--- src/rtl/example_mac_lanes_pkg.sv ---
// example_mac_lanes_pkg: constants and helpers shared by the MAC lane slice.
//   DEF_*     default widths/depths for the top and lane modules
//   prod_w    full-precision product width of an A_W x B_W signed multiply
//   sat_max / sat_min  largest / smallest two's-complement value of a width,
//             used for clamping when EXAMPLE_MAC_SAT_EN is defined
package example_mac_lanes_pkg;

  localparam int DEF_A_W        = 14;
  localparam int DEF_B_W        = 6;
  localparam int DEF_NUM_LANES  = 4;
  localparam int DEF_MUL_STAGES = 2;
  localparam int DEF_ACC_W      = 24;
  localparam int DEF_CNT_W      = 8;

  function automatic int prod_w(input int a_w, input int b_w);
    return a_w + b_w;
  endfunction

  function automatic logic signed [63:0] sat_max(input int w);
    return (64'sd1 <<< (w - 1)) - 64'sd1;
  endfunction

  function automatic logic signed [63:0] sat_min(input int w);
    return -(64'sd1 <<< (w - 1));
  endfunction

endpackage

--- src/rtl/example_mac_lanes_if.sv ---
// example_mac_lanes_if: operand stream in, per-lane result stream out.
//   s_valid/s_ready/s_last  input beat handshake and frame end marker
//   s_a, s_b                packed signed operands, lane i at [i*W +: W]
//   m_valid/m_ready         result handshake
//   m_data                  packed signed lane sums, lane i at [i*ACC_W +: ACC_W]
//   m_beats                 beats in the frame (saturating)
//   m_ovf                   per-lane sticky overflow for the frame
// master = stream producer / result consumer, slave = the MAC block.
interface example_mac_lanes_if #(
  parameter int NUM_LANES = 4,
  parameter int A_W       = 14,
  parameter int B_W       = 6,
  parameter int ACC_W     = 24,
  parameter int CNT_W     = 8
);
  logic                       s_valid;
  logic                       s_ready;
  logic                       s_last;
  logic [NUM_LANES*A_W-1:0]   s_a;
  logic [NUM_LANES*B_W-1:0]   s_b;
  logic                       m_valid;
  logic                       m_ready;
  logic [NUM_LANES*ACC_W-1:0] m_data;
  logic [CNT_W-1:0]           m_beats;
  logic [NUM_LANES-1:0]       m_ovf;

  modport master (
    output s_valid, s_last, s_a, s_b, m_ready,
    input  s_ready, m_valid, m_data, m_beats, m_ovf
  );

  modport slave (
    input  s_valid, s_last, s_a, s_b, m_ready,
    output s_ready, m_valid, m_data, m_beats, m_ovf
  );
endinterface

--- src/rtl/example_mac_lane.sv ---
// example_mac_lane: one lane of the MAC -- registered signed multiplier
// pipeline followed by the accumulator and sticky overflow flag.
//   clk_i, rst_ni  clock, asynchronous active-low reset
//   adv_i          pipeline advance enable (shared by all lanes)
//   a_i, b_i       signed operands of this lane
//   acc_en_i       a valid product leaves the pipeline this cycle
//   last_i         that product closes the frame
//   res_o          acc + product, wrapped or clamped to ACC_W bits
//   ovf_o          sticky overflow including this step
// Build option: EXAMPLE_MAC_SAT_EN clamps on overflow instead of wrapping.
module example_mac_lane
  import example_mac_lanes_pkg::*;
#(
  parameter int A_W        = DEF_A_W,
  parameter int B_W        = DEF_B_W,
  parameter int MUL_STAGES = DEF_MUL_STAGES,
  parameter int ACC_W      = DEF_ACC_W
) (
  input  logic                    clk_i,
  input  logic                    rst_ni,
  input  logic                    adv_i,
  input  logic signed [A_W-1:0]   a_i,
  input  logic signed [B_W-1:0]   b_i,
  input  logic                    acc_en_i,
  input  logic                    last_i,
  output logic signed [ACC_W-1:0] res_o,
  output logic                    ovf_o
);
  localparam int P_W = prod_w(A_W, B_W);

  logic signed [P_W-1:0]   a_x, b_x, prod_d;
  logic signed [P_W-1:0]   prod_q [MUL_STAGES];
  logic signed [ACC_W-1:0] acc_q;
  logic                    ovf_q;
  logic signed [ACC_W:0]   sum;
  logic                    of;

  // Operands widened to the product width so the multiply is full precision.
  assign a_x    = {{B_W{a_i[A_W-1]}}, a_i};
  assign b_x    = {{A_W{b_i[B_W-1]}}, b_i};
  assign prod_d = a_x * b_x;

  // Stage 0 .. MUL_STAGES-1: product data only; validity is tracked in the top.
  always_ff @(posedge clk_i) begin
    if (adv_i) begin
      prod_q[0] <= prod_d;
      for (int i = 1; i < MUL_STAGES; i++) prod_q[i] <= prod_q[i-1];
    end
  end

  // Accumulate at one extra bit so overflow shows up as a sign-bit split.
  assign sum = {acc_q[ACC_W-1], acc_q}
             + {{(ACC_W+1-P_W){prod_q[MUL_STAGES-1][P_W-1]}}, prod_q[MUL_STAGES-1]};
  assign of  = sum[ACC_W] ^ sum[ACC_W-1];

`ifdef EXAMPLE_MAC_SAT_EN
  localparam logic signed [ACC_W-1:0] ACC_MAX = ACC_W'(sat_max(ACC_W));
  localparam logic signed [ACC_W-1:0] ACC_MIN = ACC_W'(sat_min(ACC_W));

  always_comb begin
    res_o = sum[ACC_W-1:0];
    if (of) res_o = sum[ACC_W] ? ACC_MIN : ACC_MAX;
  end
`else
  assign res_o = sum[ACC_W-1:0];
`endif

  assign ovf_o = ovf_q | of;

  // Accumulator stage: a closing beat hands its sum to the output and restarts.
  always_ff @(posedge clk_i or negedge rst_ni) begin
    if (!rst_ni) begin
      acc_q <= '0;
      ovf_q <= 1'b0;
    end else if (acc_en_i) begin
      if (last_i) begin
        acc_q <= '0;
        ovf_q <= 1'b0;
      end else begin
        acc_q <= res_o;
        ovf_q <= ovf_o;
      end
    end
  end
endmodule

--- src/rtl/example_mac_lanes.sv ---
// example_mac_lanes: NUM_LANES-wide pipelined signed multiply-accumulate.
//   ap_clk    sole clock
//   ap_rst_n  asynchronous active-low reset
//   bus       example_mac_lanes_if.slave: operand stream in, result stream out
// Owns the global advance enable, the valid/last shift register, the beat
// counter and the output register. Per-lane arithmetic is in example_mac_lane.
// Build option: EXAMPLE_MAC_SAT_EN selects clamping instead of wrap on overflow.
module example_mac_lanes
  import example_mac_lanes_pkg::*;
#(
  parameter int A_W        = DEF_A_W,
  parameter int B_W        = DEF_B_W,
  parameter int NUM_LANES  = DEF_NUM_LANES,
  parameter int MUL_STAGES = DEF_MUL_STAGES,
  parameter int ACC_W      = DEF_ACC_W,
  parameter int CNT_W      = DEF_CNT_W
) (
  input logic             ap_clk,
  input logic             ap_rst_n,
  example_mac_lanes_if.slave bus
);
  logic                       adv, ex_vld, ex_last, acc_en, fin;
  logic [MUL_STAGES-1:0]      vld_q, last_q;
  logic [CNT_W-1:0]           cnt_q, cnt_inc;
  logic [NUM_LANES*ACC_W-1:0] data_d, m_data_q;
  logic [NUM_LANES-1:0]       ovf_d, m_ovf_q;
  logic [CNT_W-1:0]           m_beats_q;
  logic                       m_valid_q;

  // Everything moves together; a waiting result freezes the whole datapath.
  assign adv     = !m_valid_q || bus.m_ready;
  assign ex_vld  = vld_q[MUL_STAGES-1];
  assign ex_last = last_q[MUL_STAGES-1];
  assign acc_en  = adv && ex_vld;
  assign fin     = acc_en && ex_last;
  assign cnt_inc = (&cnt_q) ? cnt_q : cnt_q + CNT_W'(1);

  assign bus.s_ready = adv;
  assign bus.m_valid = m_valid_q;
  assign bus.m_data  = m_data_q;
  assign bus.m_beats = m_beats_q;
  assign bus.m_ovf   = m_ovf_q;

  for (genvar g = 0; g < NUM_LANES; g++) begin : g_lane
    logic signed [ACC_W-1:0] res;
    logic                    lovf;

    example_mac_lane #(
      .A_W        (A_W),
      .B_W        (B_W),
      .MUL_STAGES (MUL_STAGES),
      .ACC_W      (ACC_W)
    ) u_lane (
      .clk_i    (ap_clk),
      .rst_ni   (ap_rst_n),
      .adv_i    (adv),
      .a_i      (bus.s_a[g*A_W +: A_W]),
      .b_i      (bus.s_b[g*B_W +: B_W]),
      .acc_en_i (acc_en),
      .last_i   (ex_last),
      .res_o    (res),
      .ovf_o    (lovf)
    );

    assign data_d[g*ACC_W +: ACC_W] = res;
    assign ovf_d[g]                 = lovf;
  end

  // Stage 0 .. MUL_STAGES-1: valid/last alongside the lane product registers.
  always_ff @(posedge ap_clk or negedge ap_rst_n) begin
    if (!ap_rst_n) begin
      vld_q  <= '0;
      last_q <= '0;
    end else if (adv) begin
      vld_q[0]  <= bus.s_valid;
      last_q[0] <= bus.s_valid && bus.s_last;
      for (int i = 1; i < MUL_STAGES; i++) begin
        vld_q[i]  <= vld_q[i-1];
        last_q[i] <= last_q[i-1];
      end
    end
  end

  // Accumulate / output stage: loading a new result takes priority over the
  // handshake clear, so back-to-back results leave no bubble.
  always_ff @(posedge ap_clk or negedge ap_rst_n) begin
    if (!ap_rst_n) begin
      cnt_q     <= '0;
      m_valid_q <= 1'b0;
      m_data_q  <= '0;
      m_beats_q <= '0;
      m_ovf_q   <= '0;
    end else begin
      if (acc_en) cnt_q <= ex_last ? '0 : cnt_inc;
      if (fin) begin
        m_valid_q <= 1'b1;
        m_data_q  <= data_d;
        m_beats_q <= cnt_inc;
        m_ovf_q   <= ovf_d;
      end else if (bus.m_ready) begin
        m_valid_q <= 1'b0;
      end
    end
  end
endmodule

--- src/flat_wrapper.sv ---
// flat-port wrapper written by rule: the top's interface ports become plain ports
module example_mac_lanes_flat import example_mac_lanes_pkg::*;
#(
  parameter int A_W        = DEF_A_W,
  parameter int B_W        = DEF_B_W,
  parameter int NUM_LANES  = DEF_NUM_LANES,
  parameter int MUL_STAGES = DEF_MUL_STAGES,
  parameter int ACC_W      = DEF_ACC_W,
  parameter int CNT_W      = DEF_CNT_W
)
  (ap_clk, ap_rst_n, bus_s_valid, bus_s_last, bus_s_a, bus_s_b, bus_m_ready, bus_s_ready, bus_m_valid, bus_m_data, bus_m_beats, bus_m_ovf);
  example_mac_lanes_if #(.NUM_LANES(NUM_LANES), .A_W(A_W), .B_W(B_W), .ACC_W(ACC_W), .CNT_W(CNT_W)) bus_i ();
  input logic ap_clk;
  input logic ap_rst_n;
  input wire logic [$bits(bus_i.s_valid)-1:0] bus_s_valid;
  input wire logic [$bits(bus_i.s_last)-1:0] bus_s_last;
  input wire logic [$bits(bus_i.s_a)-1:0] bus_s_a;
  input wire logic [$bits(bus_i.s_b)-1:0] bus_s_b;
  input wire logic [$bits(bus_i.m_ready)-1:0] bus_m_ready;
  output wire logic [$bits(bus_i.s_ready)-1:0] bus_s_ready;
  output wire logic [$bits(bus_i.m_valid)-1:0] bus_m_valid;
  output wire logic [$bits(bus_i.m_data)-1:0] bus_m_data;
  output wire logic [$bits(bus_i.m_beats)-1:0] bus_m_beats;
  output wire logic [$bits(bus_i.m_ovf)-1:0] bus_m_ovf;
  assign bus_i.s_valid = bus_s_valid;
  assign bus_i.s_last = bus_s_last;
  assign bus_i.s_a = bus_s_a;
  assign bus_i.s_b = bus_s_b;
  assign bus_i.m_ready = bus_m_ready;
  assign bus_s_ready = bus_i.s_ready;
  assign bus_m_valid = bus_i.m_valid;
  assign bus_m_data = bus_i.m_data;
  assign bus_m_beats = bus_i.m_beats;
  assign bus_m_ovf = bus_i.m_ovf;
  example_mac_lanes #(.A_W(A_W), .B_W(B_W), .NUM_LANES(NUM_LANES), .MUL_STAGES(MUL_STAGES), .ACC_W(ACC_W), .CNT_W(CNT_W)) u_core (.ap_clk(ap_clk), .ap_rst_n(ap_rst_n), .bus(bus_i));
endmodule
--- config.mk ---
export PLATFORM = sky130hd
export DESIGN_NAME = example_mac_lanes_flat
export DESIGN_NICKNAME = d
export VERILOG_FILES = /design/src/rtl/example_mac_lanes_pkg.sv /design/src/rtl/example_mac_lanes_if.sv /design/src/rtl/example_mac_lane.sv /design/src/rtl/example_mac_lanes.sv /design/src/flat_wrapper.sv
export SDC_FILE = /design/constraint.sdc
export NUM_CORES = 1
export LEC_CHECK = 0
export CAP_MARGIN = 20
export CORE_MARGIN = 2
export CORE_UTILIZATION = 55
export DETAILED_ROUTE_END_ITERATION = 6
export MAX_ROUTING_LAYER = met4
export PLACE_DENSITY_LB_ADDON = 0.3
export SETUP_SLACK_MARGIN = 0.3
export SLEW_MARGIN = 20
export SYNTH_ARGS = -nofsm -noshare
export SYNTH_HDL_FRONTEND = slang
export SYNTH_SLANG_ARGS = --single-unit
--- constraint.sdc ---
create_clock -name ap_clk -period 8.22 [get_ports ap_clk]
set_clock_uncertainty 0.1 [all_clocks]
set_input_delay 1.644 -clock ap_clk [delete_from_list [all_inputs] [get_ports ap_clk]]
set_output_delay 1.644 -clock ap_clk [all_outputs]
set_load 0.005 [all_outputs]
==> summary.txt <==
Run status
  • Result of the run: finished, final reports clean

GRT
  • Number of global-route vias before repair: 20900
  • Wire length of the first global-routing pass: 101000 um
  • Overall routing resource usage: 0.238
  • Antenna violations before repair: 0
  • Maximum number of pins on one net before global-route repair: 97
  • Total congestion overflow after global routing: 0

Synth
  • Count of flip-flops with a built-in enable after synthesis: 160
  • Share of synthesized area occupied by flip-flops and latches: 0.364
  • Synthesized area per cell: 10.7 um^2
  • Synthesized netlist net count: 3217
  • Syn Std Cell Area: 28400 um^2
  • Share of synthesized flip-flops with an asynchronous set or reset: 0.580
  • Mapped Cells: 2651
  • Most instantiated flip-flop cell in the synthesis netlist: sky130_fd_sc_hd__dfrtp_1
  • Count of synthesis-stage warnings from yosys: 0
  • Flip-flop and latch count after synthesis: 381
  • Cell variety after synth: 70

Power and ir drop
  • Worst VDD drop: 177 uV
  • Leakage power figure: 14.7 nW
  • Ratio of total power to cell area: 384 nW/um^2

Layout
  • Footprint of the multi-input gates: 17200 um^2
  • Commonest non-fill, non-tap cells in the layout: sky130_fd_sc_hd__nand2_1, sky130_fd_sc_hd__and2_1, sky130_fd_sc_hd__ha_1
  • Antenna diode count: 0
  • Fraction of final layout cells with drive strength greater than 1: 0.0446
  • Synthesis-to-layout area growth: 13.8%
  • Fin nets: 3383
  • Storage element area: 10300 um^2
  • Total of fill cells in the finished design: 4024
  • Leading cell type in the layout, fill and taps excluded: sky130_fd_sc_hd__nand2_1

Timing
  • Tightest Pin Transition: 1.12 ns
  • Total setup violations reported at the end of the flow: 0
  • Total negative slack for setup checks: 0 ns
  • RSZ-0062 raised after global routing: no
  • Slew Viols, Final: 0
  • Max Freq: 149 MHz
  • Final hold violation count: 0
  • WHS: 0.316 ns
  • Final period util: 0.815
  • Minimum period implied by the final worst setup slack: 6.70 ns
  • Worst rel slew slack: 0.253

Die
  • Total number of placement rows: 83
  • Die Y: 231 um
  • Width of the die: 231 um
  • DIE AREA: 53500 um^2
  • Core Box Area: 51200 um^2
  • Initial core utilization: 0.555
  • I/O pin count: 195

CTS
  • Num Clock Sinks: 381
  • Clock latency at the later pin of the worst-skew pair: 0.56 ns
  • Post-CTS Setup Bufs: 0
  • Clock root cell: sky130_fd_sc_hd__clkbuf_16
  • Num CTS Buffers: 39
  • Quantity of gates resized following cts: 0
  • Clock tree from TritonCTS: done
  • Clock transition time at the flip-flop clock pins of the worst setup and hold paths: 0.06 ns
  • Number of buffers on the longest clock path: 3
  • Number of H-tree levels: 2
  • Hold buffer count at cts: 0

Detailed routing
  • Via count of the routed design: 19900
  • Routed length per placed instance: 17.1 um
  • Met1 routed wirelength after detailed routing: 25500 um
  • DRC viols: 0
  • Iteration count of the initial detailed-routing pass: 5
  • Length of routed met2 wiring: 30300 um
  • Final Routed Wirelength: 60300 um
  • Detail Route met3 WL: 3090 um
  • Uppermost routed layer: met4
  • Via density per instance: 5.66
  • Count of antenna-violating nets left after detailed routing: 0
  • Initial DRC Count: 1210

Worst setup path
  • Critical Path Fanout Max: 14
  • Category of the most critical setup path: input pin to flop
  • Start point of the critical path: bus_s_b[12]
  • Required time reported for the critical path endpoint: 8.42 ns
  • Startpoint of the worst register-to-register path: u_core.g_lane[1].u_lane.prod_q[0][20]$_DFFE_PN_
  • Crit path launch type: input pin
  • Critical path data arrival time: 6.90 ns
  • Critical path endpoint category: flop

Place
  • Hpwl dp: 44900 um
  • Count of buffers inserted at the top-level ports: 194
  • Global placement routability congestion: 0.914

Run
  • Total of max-cap violations: 0

Worst hold path
  • Startpoint of the tightest hold check path: u_core.g_lane[3].u_lane.prod_q[0][8]$_DFFE_PN_
  • Hold crit path type: flop to flop
## report_power, final
part / internal (W) / switching [W] / leakage (nW) / total, W
Clock: 0.00105 / 0.000755 / 0.624 / 0.00180
Sequential: 0.00307 / 0.000478 / 4.44 / 0.00355
Combinational: 0.00319 / 0.00386 / 9.63 / 0.00705
Total: 0.00731 / 0.00510 / 14.7 / 0.0124
## synthesized netlist by cell type, types with 4 or more instances
master	number	area, um^2
sky130_fd_sc_hd__nand2_1	318	1190
sky130_fd_sc_hd__and2_1	260	1630
sky130_fd_sc_hd__ha_1	245	3070
sky130_fd_sc_hd__fa_1	236	4720
sky130_fd_sc_hd__dfrtp_1	221	5530
sky130_fd_sc_hd__edfxtp_1	160	4800
sky130_fd_sc_hd__inv_1	160	601
sky130_fd_sc_hd__o21ai_0	143	716
sky130_fd_sc_hd__a21oi_1	117	586
sky130_fd_sc_hd__xnor2_1	108	946
sky130_fd_sc_hd__clkbuf_1	78	293
sky130_fd_sc_hd__nor2_1	61	229
sky130_fd_sc_hd__nor2b_1	57	357
sky130_fd_sc_hd__xor2_1	55	482
sky130_fd_sc_hd__a21o_1	52	390
sky130_fd_sc_hd__a22o_1	46	403
sky130_fd_sc_hd__nand3_1	37	185
sky130_fd_sc_hd__nor3_1	26	130
sky130_fd_sc_hd__o21bai_1	25	188
sky130_fd_sc_hd__mux2_2	23	259
sky130_fd_sc_hd__and3_1	19	119
sky130_fd_sc_hd__o31ai_1	19	143
sky130_fd_sc_hd__nand2b_1	18	113
sky130_fd_sc_hd__a211oi_1	16	120
sky130_fd_sc_hd__a31oi_1	14	87.6
sky130_fd_sc_hd__nand4_1	13	81.3
sky130_fd_sc_hd__o21a_1	13	97.6
sky130_fd_sc_hd__or3_1	10	62.6
sky130_fd_sc_hd__o211ai_1	8	60.1
sky130_fd_sc_hd__a31o_2	7	61.3
sky130_fd_sc_hd__or2_2	7	43.8
sky130_fd_sc_hd__a311oi_1	5	43.8
sky130_fd_sc_hd__o311ai_0	5	43.8
sky130_fd_sc_hd__and4_1	4	35.0
sky130_fd_sc_hd__nand3b_1	4	30.0
sky130_fd_sc_hd__nor4_1	4	25.0
## layout make-up
| cell class | count | share of cell area |
|---|---|---|
| clock inverters | 24 | 0.00728 |
| inverters | 160 | 0.0186 |
| flip-flops and latches | 381 | 0.320 |
| multi-input cells | 2030 | 0.533 |
| repair buffers | 205 | 0.0628 |
| well taps | 680 | 0.0263 |
| clock buffers | 47 | 0.0327 |
## metal layers
metal  vias up  track usage
li1       9485            -
met1      9939        0.294
met2       416        0.410
met3       108       0.0354
met4         0       0.0663
met5         -            -
## path summary, 6_finish.rpt
| kind | endpoint | slack [ns] | cells after the start |
|---|---|---|---|
| max reg2reg | u_core.bus.m_ovf[1]$_DFFE_PN0P_ | 4.65 | 10 |
| max | u_core.g_lane[2].u_lane.prod_q[0][18]$_DFFE_PN_ | 1.52 | 17 |
| max in group asynchronous | u_core.g_lane[2].u_lane.acc_q[7]$_DFFE_PN0P_ | 5.55 | 2 |
| min reg2reg | u_core.g_lane[3].u_lane.prod_q[0][28]$_DFFE_PN_ | 0.32 | 0 |
| min in group asynchronous | u_core.bus.m_data[34]$_DFFE_PN0P_ | 1.00 | 1 |
| min | u_core.g_lane[3].u_lane.prod_q[0][28]$_DFFE_PN_ | 0.32 | 0 |
## state kept, by name, indices dropped and copies added, names as in the netlist
| name | flops |
|---|---|
| u_core.bus.m_data | 96 |
| u_core.cnt_q | 8 |
| u_core.last_q | 2 |
| u_core.bus.m_beats | 8 |
| u_core.bus.m_ovf | 4 |
| u_core.vld_q | 2 |
| u_core.g_lane.u_lane.acc_q | 96 |
| u_core.g_lane.u_lane.ovf_q | 4 |
| u_core.bus.m_valid | 1 |
| u_core.g_lane.u_lane.prod_q | 160 |
## cells by family (layout without fill, tap and decap cells)
| family | Yosys count | count (layout) | synth area share |
|---|---|---|---|
| compound gates | 518 | 518 | 0.120 |
| xor+xnor | 163 | 163 | 0.0502 |
| fa+ha+maj | 481 | 481 | 0.274 |
| buf+inv | 240 | 436 | 0.0317 |
| flops | 381 | 381 | 0.364 |
| mux | 25 | 25 | 0.00982 |
| simple gates | 843 | 843 | 0.150 |
## worst max-delay path, stage by stage
cell and delay, ns:
sky130_fd_sc_hd__clkdlybuf4s50_1 0.61, sky130_fd_sc_hd__and2_1 0.26, sky130_fd_sc_hd__fa_1 0.53, sky130_fd_sc_hd__inv_1 0.06, sky130_fd_sc_hd__fa_1 0.53, sky130_fd_sc_hd__inv_1 0.05
sky130_fd_sc_hd__fa_1 0.50, sky130_fd_sc_hd__fa_1 0.45, sky130_fd_sc_hd__fa_1 0.42, sky130_fd_sc_hd__a21o_1 0.21, sky130_fd_sc_hd__a21oi_1 0.24, sky130_fd_sc_hd__o21bai_1 0.12
sky130_fd_sc_hd__a31o_2 0.26, sky130_fd_sc_hd__a41oi_1 0.25, sky130_fd_sc_hd__a211oi_1 0.16, sky130_fd_sc_hd__and4_1 0.22, sky130_fd_sc_hd__or3_1 0.35
## stage by stage
| step | setup slack, ns | area (um^2) | util | total power [W] | cells |
|---|---|---|---|---|---|
| floorplan | 1.84 | 28400 | - | 0.00852 | 2651 |
| global placement | 1.10 | 31000 | 0.606 | 0.0103 | 3456 |
| detailed placement | 0.971 | 31000 | 0.606 | 0.0105 | 3456 |
| CTS | 1.56 | 32300 | 0.631 | 0.0125 | 3527 |
| global route | 1.25 | 32300 | 0.631 | 0.0135 | 3527 |
| finish | 1.52 | 32300 | 0.631 | 0.0124 | 3527 |
Power figures use the tool's default switching activity.
